--- src/rtl/ascon_pkg.sv ---
// ascon_pkg: shared Ascon constants, state-word type and controller FSM encoding.
package ascon_pkg;
   localparam int W = 64;
   localparam logic [W-1:0] IV_HASH = 64'h00400c0000000100;
   localparam logic [W-1:0] IV_XOF  = 64'h00400c0000000000;
   typedef logic [W-1:0] word_t;
   typedef enum logic [2:0] {
      S_IDLE, S_INIT, S_ABSORB, S_PERM_A, S_FINAL, S_SQUEEZE, S_PERM_S
   } state_t;
endpackage

--- src/rtl/ascon_pad64.sv ---
// ascon_pad64: masks the final message word to its valid bytes and appends the 0x80 pad byte.
module ascon_pad64
   import ascon_pkg::*;
(
   input  word_t      data,
   input  logic [2:0] bytes,
   input  logic       last,
   output word_t      word
);
   logic [5:0] sh;
   word_t      mask, pad;
   always_comb begin
      sh   = {bytes, 3'b000};
      mask = ~({W{1'b1}} >> sh);
      pad  = 64'h8000_0000_0000_0000 >> sh;
      word = last ? ((data & mask) ^ pad) : data;
   end
endmodule

--- src/rtl/ascon_hash_ctrl.sv ---
// ascon_hash_ctrl: Ascon-Hash sponge controller (init/absorb/squeeze) around an external p12.
module ascon_hash_ctrl
   import ascon_pkg::*;
#(
   parameter int    OUT_WORDS = 4,
   parameter word_t IV        = IV_HASH
) (
   input  logic       clk,
   input  logic       rst_n,
   input  logic       start,
   input  logic       msg_valid,
   output logic       msg_ready,
   input  word_t      msg_data,
   input  logic       msg_last,
   input  logic [2:0] msg_bytes,
   output logic       perm_start,
   output word_t      perm_x0_o,
   output word_t      perm_x1_o,
   output word_t      perm_x2_o,
   output word_t      perm_x3_o,
   output word_t      perm_x4_o,
   input  logic       perm_done,
   input  word_t      perm_x0_i,
   input  word_t      perm_x1_i,
   input  word_t      perm_x2_i,
   input  word_t      perm_x3_i,
   input  word_t      perm_x4_i,
   output logic       dig_valid,
   input  logic       dig_ready,
   output word_t      dig_data,
   output logic       dig_last,
   output logic       busy
);
   state_t     state_q, state_d;
   word_t      x [5];
   word_t      xi [5];
   word_t      absorb;
   logic [7:0] cnt;
   logic       perm_go, perm_start_q, perm_wait, msg_hs, dig_hs, is_last;

   assign xi[0] = perm_x0_i;
   assign xi[1] = perm_x1_i;
   assign xi[2] = perm_x2_i;
   assign xi[3] = perm_x3_i;
   assign xi[4] = perm_x4_i;

   ascon_pad64 u_pad (
      .data (msg_data),
      .bytes(msg_bytes),
      .last (msg_last),
      .word (absorb)
   );

   always_ff @(posedge clk or negedge rst_n) begin
      if (!rst_n) state_q <= S_IDLE;
      else        state_q <= state_d;
   end

   always_comb begin
      state_d = state_q;
      perm_go = 1'b0;
      case (state_q)
         S_IDLE:    if (start) begin
            state_d = S_INIT;
            perm_go = 1'b1;
         end
         S_INIT:    if (perm_done) state_d = S_ABSORB;
         S_ABSORB:  if (msg_hs) begin
            state_d = msg_last ? S_FINAL : S_PERM_A;
            perm_go = 1'b1;
         end
         S_PERM_A:  if (perm_done) state_d = S_ABSORB;
         S_FINAL:   if (perm_done) state_d = S_SQUEEZE;
         S_SQUEEZE: if (dig_hs) begin
            state_d = is_last ? S_IDLE : S_PERM_S;
            perm_go = !is_last;
         end
         S_PERM_S:  if (perm_done) state_d = S_SQUEEZE;
         default:   state_d = S_IDLE;
      endcase
   end

   always_comb begin
      busy       = state_q != S_IDLE;
      msg_ready  = state_q == S_ABSORB;
      dig_valid  = state_q == S_SQUEEZE;
      is_last    = cnt == 8'(OUT_WORDS - 1);
      dig_last   = dig_valid && is_last;
      dig_data   = dig_valid ? x[0] : '0;
      msg_hs     = msg_valid && msg_ready;
      dig_hs     = dig_valid && dig_ready;
      perm_wait  = state_q == S_INIT || state_q == S_PERM_A || state_q == S_FINAL || state_q == S_PERM_S;
      perm_start = perm_start_q;
      perm_x0_o  = x[0];
      perm_x1_o  = x[1];
      perm_x2_o  = x[2];
      perm_x3_o  = x[3];
      perm_x4_o  = x[4];
   end

   // state words only change on load, absorb or a permutation result, so they hold across p12
   always_ff @(posedge clk or negedge rst_n) begin
      if (!rst_n) begin
         for (int i = 0; i < 5; i++) x[i] <= '0;
         cnt          <= '0;
         perm_start_q <= 1'b0;
      end else begin
         perm_start_q <= perm_go;
         if (state_q == S_IDLE && start) begin
            x[0] <= IV;
            for (int i = 1; i < 5; i++) x[i] <= '0;
         end
         if (perm_wait && perm_done)
            for (int i = 0; i < 5; i++) x[i] <= xi[i];
         if (msg_hs) x[0] <= x[0] ^ absorb;
         if (state_q == S_FINAL && perm_done) cnt <= '0;
         if (dig_hs && !is_last) cnt <= cnt + 8'd1;
      end
   end
endmodule

--- config.mk ---
export PLATFORM = sky130hd
export DESIGN_NAME = ascon_hash_ctrl
export DESIGN_NICKNAME = d
export VERILOG_FILES = /design/src/rtl/ascon_pkg.sv /design/src/rtl/ascon_pad64.sv /design/src/rtl/ascon_hash_ctrl.sv
export SDC_FILE = /design/constraint.sdc
export NUM_CORES = 1
export LEC_CHECK = 0
export ABC_CLOCK_PERIOD_IN_PS = 1800
export CELL_PAD_IN_SITES_DETAIL_PLACEMENT = 1
export CELL_PAD_IN_SITES_GLOBAL_PLACEMENT = 1
export CORE_AREA = 8 8 301 303
export CTS_CLUSTER_DIAMETER = 40
export DETAILED_ROUTE_END_ITERATION = 8
export DIE_AREA = 0 0 309 311
export PLACE_DENSITY = 0.61
export SLEW_MARGIN = 20
export SYNTH_ARGS = -nofsm -noshare
export SYNTH_HDL_FRONTEND = slang
export SYNTH_SLANG_ARGS = --single-unit
--- constraint.sdc ---
create_clock -name clk -period 1.8 [get_ports clk]
set_input_delay 0.54 -clock clk [delete_from_list [all_inputs] [get_ports clk]]
set_output_delay 0.54 -clock clk [all_outputs]
set_load 0.02 [all_outputs]
==> reports/qor.yml <==
status:
  status: "complete, but fails checks"
  violations: "negative setup slack"
placed_design:
  pre_cts_ws_ps: -774.8
  dp_hpwl_um: 58600
  port-buffer-count: 782
  gp_congestion: 0.7979
power_and_ir_drop:
  intPower_mw: 31.62
  vdd_ir_drop_max_uv: 785.6
  power_density_mw_per_mm2: 2027
  seqPwrFrac_pct: 25.3
  combinationalPowerShare_pct: 51.5
  power.leakage_nw: 12.52
  pwr-share-clk_pct: 23.2
  p_sw_mw: 22.18
  switching_share_pct: 41.22
worst_setup_path:
  reg2reg_slack_ps: -350
  crit_fanout: 7
  cpPeakStageDelay_ps: 370
  worstPathArrival_ps: 1930
  critical-path-top-delay-family: "simple AND/OR/NAND/NOR gates"
  crit_chain: "and3b_4 > buf_4 > clkbuf_16 > and2_2 > buf_4"
  path_buf_inv: 3
  worstSetupPathType: "flop to primary output"
  start_kind: "flop"
  cp_slowest_cell: "dfrtp_1"
  worst_setup_path_end_kind: "primary output"
  required_ps: 1260
  cpMostUsedCell: "buf_4"
clock_tree:
  root_buffer: "clkbuf_16"
  cts_made_buffers: 69
  cts.path.max_buffers: 3
  htree_levels: 3
  clock_latency_ps: 610
  cts_sinks: 332
  cts_tree: "built"
  clkTransAtPathRegs_ps: 50
die:
  num_rows: 108
  ios: 783
  die_h_um: 311
  die_area_mm2: 0.09610
  core_area_mm2: 0.08594
  start_util_pct: 16.03
  die_w_um: 309
layout:
  nNetsFinal: 2467
  nFillCells: 9603
  regArea_mm2: 0.008320
  drive_gt1_share_pct: 36.46
  multiInputGateArea_mm2: 0.005356
  area_growth_pct: 92.67
global_routing:
  antenna_found_initial: 10
  grt_pass1_vias: 15770
  grt_max_degree: 54
  grt_pass1_wl_um: 112600
  grt_usage_pct: 15.55
  grt_overflow: 0
synthesis:
  synthFlopType: "dfrtp_1"
  synth-warning-count: 0
  ys_seq_elements: 332
  async_flop_share_pct: 100.0
  synth_cell_type_count: 58
  ys_seq_area_share_pct: 60.30
  syn-num-nets: 1522
  netlist_instances: 1125
  syn_area_per_cell_um2: 12.25
  synth_area_mm2: 0.01378
  synth_edf_count: 0
detailed_routing:
  num_vias: 14140
  routed_wl_um: 80060
  via_per_inst: 4.304
  firstDrtPassIters: 5
  drt-initial-drc-count: 605
  ant_nets: 0
  drc: 0
  routedWlPerCell_um: 24.37
sta:
  period_needed_ps: 2472
  fmaxAchievable_ghz: 0.4046
  slew_headroom_pct: 70.98
  maxSlewViolCount: 0
  post-route-period-util_pct: 137.3
  hold_viol_final: 0
  setup_viol: 399
  tightest_slew_ps: 430.7
  skew_ps: 39.86
  rsz0062_at_grt: "true"
  finalWorstSetupSlack_ps: -671.7
  whs_ps: 459.8
hold_path:
  hp-class: "input port to asynchronous set/reset pin"
flow_run:
  drv_cap: 0
==> placed cells by master (no fill, tap or decap), types with 33 or more instances in the layout <==
master,synthesis,layout
dfrtp_1,332,322
buf_6,1,69
o211ai_1,33,33
dlymetal6s2s_1,0,33
clkdlybuf4s50_1,0,392
buf_2,23,247
clkbuf_16,0,77
a22o_1,256,256
nand3_1,74,42
nand2_1,63,62
buf_4,8,159
buf_12,0,45
==> stage by stage <==
step	setup TNS, ps	instances	instance area [µm²]	utilization, %	power, mW
floorplan	-3050	1125	13900	-	25.48
global placement	-232780	3084	23940	27.85	39.17
detailed placement	-243060	3084	23940	27.85	39.87
CTS	-79710	3252	25630	29.82	52.68
global route	-134740	3283	26540	30.88	56.57
finish	-107570	3285	26540	30.89	53.79
==> layout make-up <==
cell class                      count  area share (%)
Sequential cell                   332           31.35
Multi-Input combinational cell    685           20.18
Clock inverter                     42           1.716
Clock buffer                       82           6.915
Tap cell                         1155           5.444
Timing Repair Buffer              975           34.24
Inverter                            7         0.09899
Antenna cell                        7         0.06599
==> power groups by stage <==
stage               Clock, mW  Sequential [mW]  Combinational [mW]
floorplan                   0             16.8                8.66
global placement            0             13.6                25.6
detailed placement          0             13.6                26.3
CTS                      12.8             13.5                26.3
global route             13.2             14.0                29.4
finish                   12.5             13.6                27.7
==> synth_stat cells, drive strengths merged (2+ instances only) <==
master | n | area share (%)
a211oi | 4 | 0.22
a21boi | 15 | 0.82
a21o | 5 | 0.27
a21oi | 16 | 0.66
a221o | 24 | 1.7
a22o | 256 | 16
a22oi | 2 | 0.11
a311oi | 3 | 0.19
a31o | 3 | 0.19
and2 | 67 | 3.1
and3 | 2 | 0.091
buf | 36 | 1.5
clkbuf | 65 | 1.8
dfrtp | 332 | 60
ha | 3 | 0.27
inv | 7 | 0.19
mux2i | 18 | 1.3
nand2 | 63 | 1.7
nand2b | 17 | 0.77
nand3 | 74 | 2.7
nand4 | 3 | 0.14
nor2 | 13 | 0.37
nor2b | 3 | 0.14
nor3 | 7 | 0.25
nor3b | 2 | 0.11
nor4b | 10 | 0.74
o211ai | 33 | 1.8
o21ai | 11 | 0.40
o311ai | 7 | 0.45
or3 | 5 | 0.23
or4b | 2 | 0.17
==> layer usage <==
layer	share of wire [%]	vias to the layer above	GRT usage, %
met4	3.1	4	4.815
li1	-	6189	-
met1	37	7262	16.64
met5	0.032	-	0
met3	7.5	121	5.006
met2	52	562	28.68
==> what timing repair did <==
item / 4_1_cts / 5_1_grt
setup buffers: 36 / 17
hold buffers: 1 / 0
pin swaps: 2 / 25
endpoints found under the hold margin: 17 / 0
endpoints found under the setup margin: 696 / 464
resized for setup: 1562 / 164
gates cloned: 7 / 9
==> kinds of logic (layout without fill, tap and decap cells) <==
| family | after synthesis | in the layout | share of synthesized area [%] |
|---|---|---|---|
| buf+inv | 108 | 1106 | 3.424 |
| fa+ha+maj | 3 | 3 | 0.2725 |
| compound gates | 386 | 386 | 23.57 |
| mux | 18 | 18 | 1.308 |
| simple gates | 277 | 277 | 11.06 |
| flops | 332 | 332 | 60.30 |
| other cells | 0 | 7 | 0 |
| xor+xnor | 1 | 1 | 0.06358 |
==> sequential cells by signal, indices dropped and copies added (netlist names) <==
register and cells:
perm_x0_o 64, perm_x4_o 64, state_q 3, perm_x3_o 64
perm_x1_o 64, cnt 8, perm_x2_o 64, perm_start 1
==> worst reg2reg max path, cell delays in order, from the launching register on <==
cell       delay [ps]
dfrtp_1           400
buf_4             150
buf_6             130
buf_6             130
and4bb_4          400
nor2_4             60
buf_12            130
buf_12            130
clkbuf_16         160
a221o_1           350
==> path summary, 6_finish.rpt <==
check,cells past startpoint,start,to
max in group asynchronous,3,rst_n,perm_x0_o[4]
setup reg to reg,9,state_q[2],perm_x0_o[25]
setup / recovery,5,state_q[1],dig_data[53]
min in group clk,1,perm_x4_o[18],perm_x4_o[18]
hold / removal,2,rst_n,perm_x0_o[9]
hold reg to reg,1,perm_x4_o[18],perm_x4_o[18]
Power figures use the tool's default switching activity.
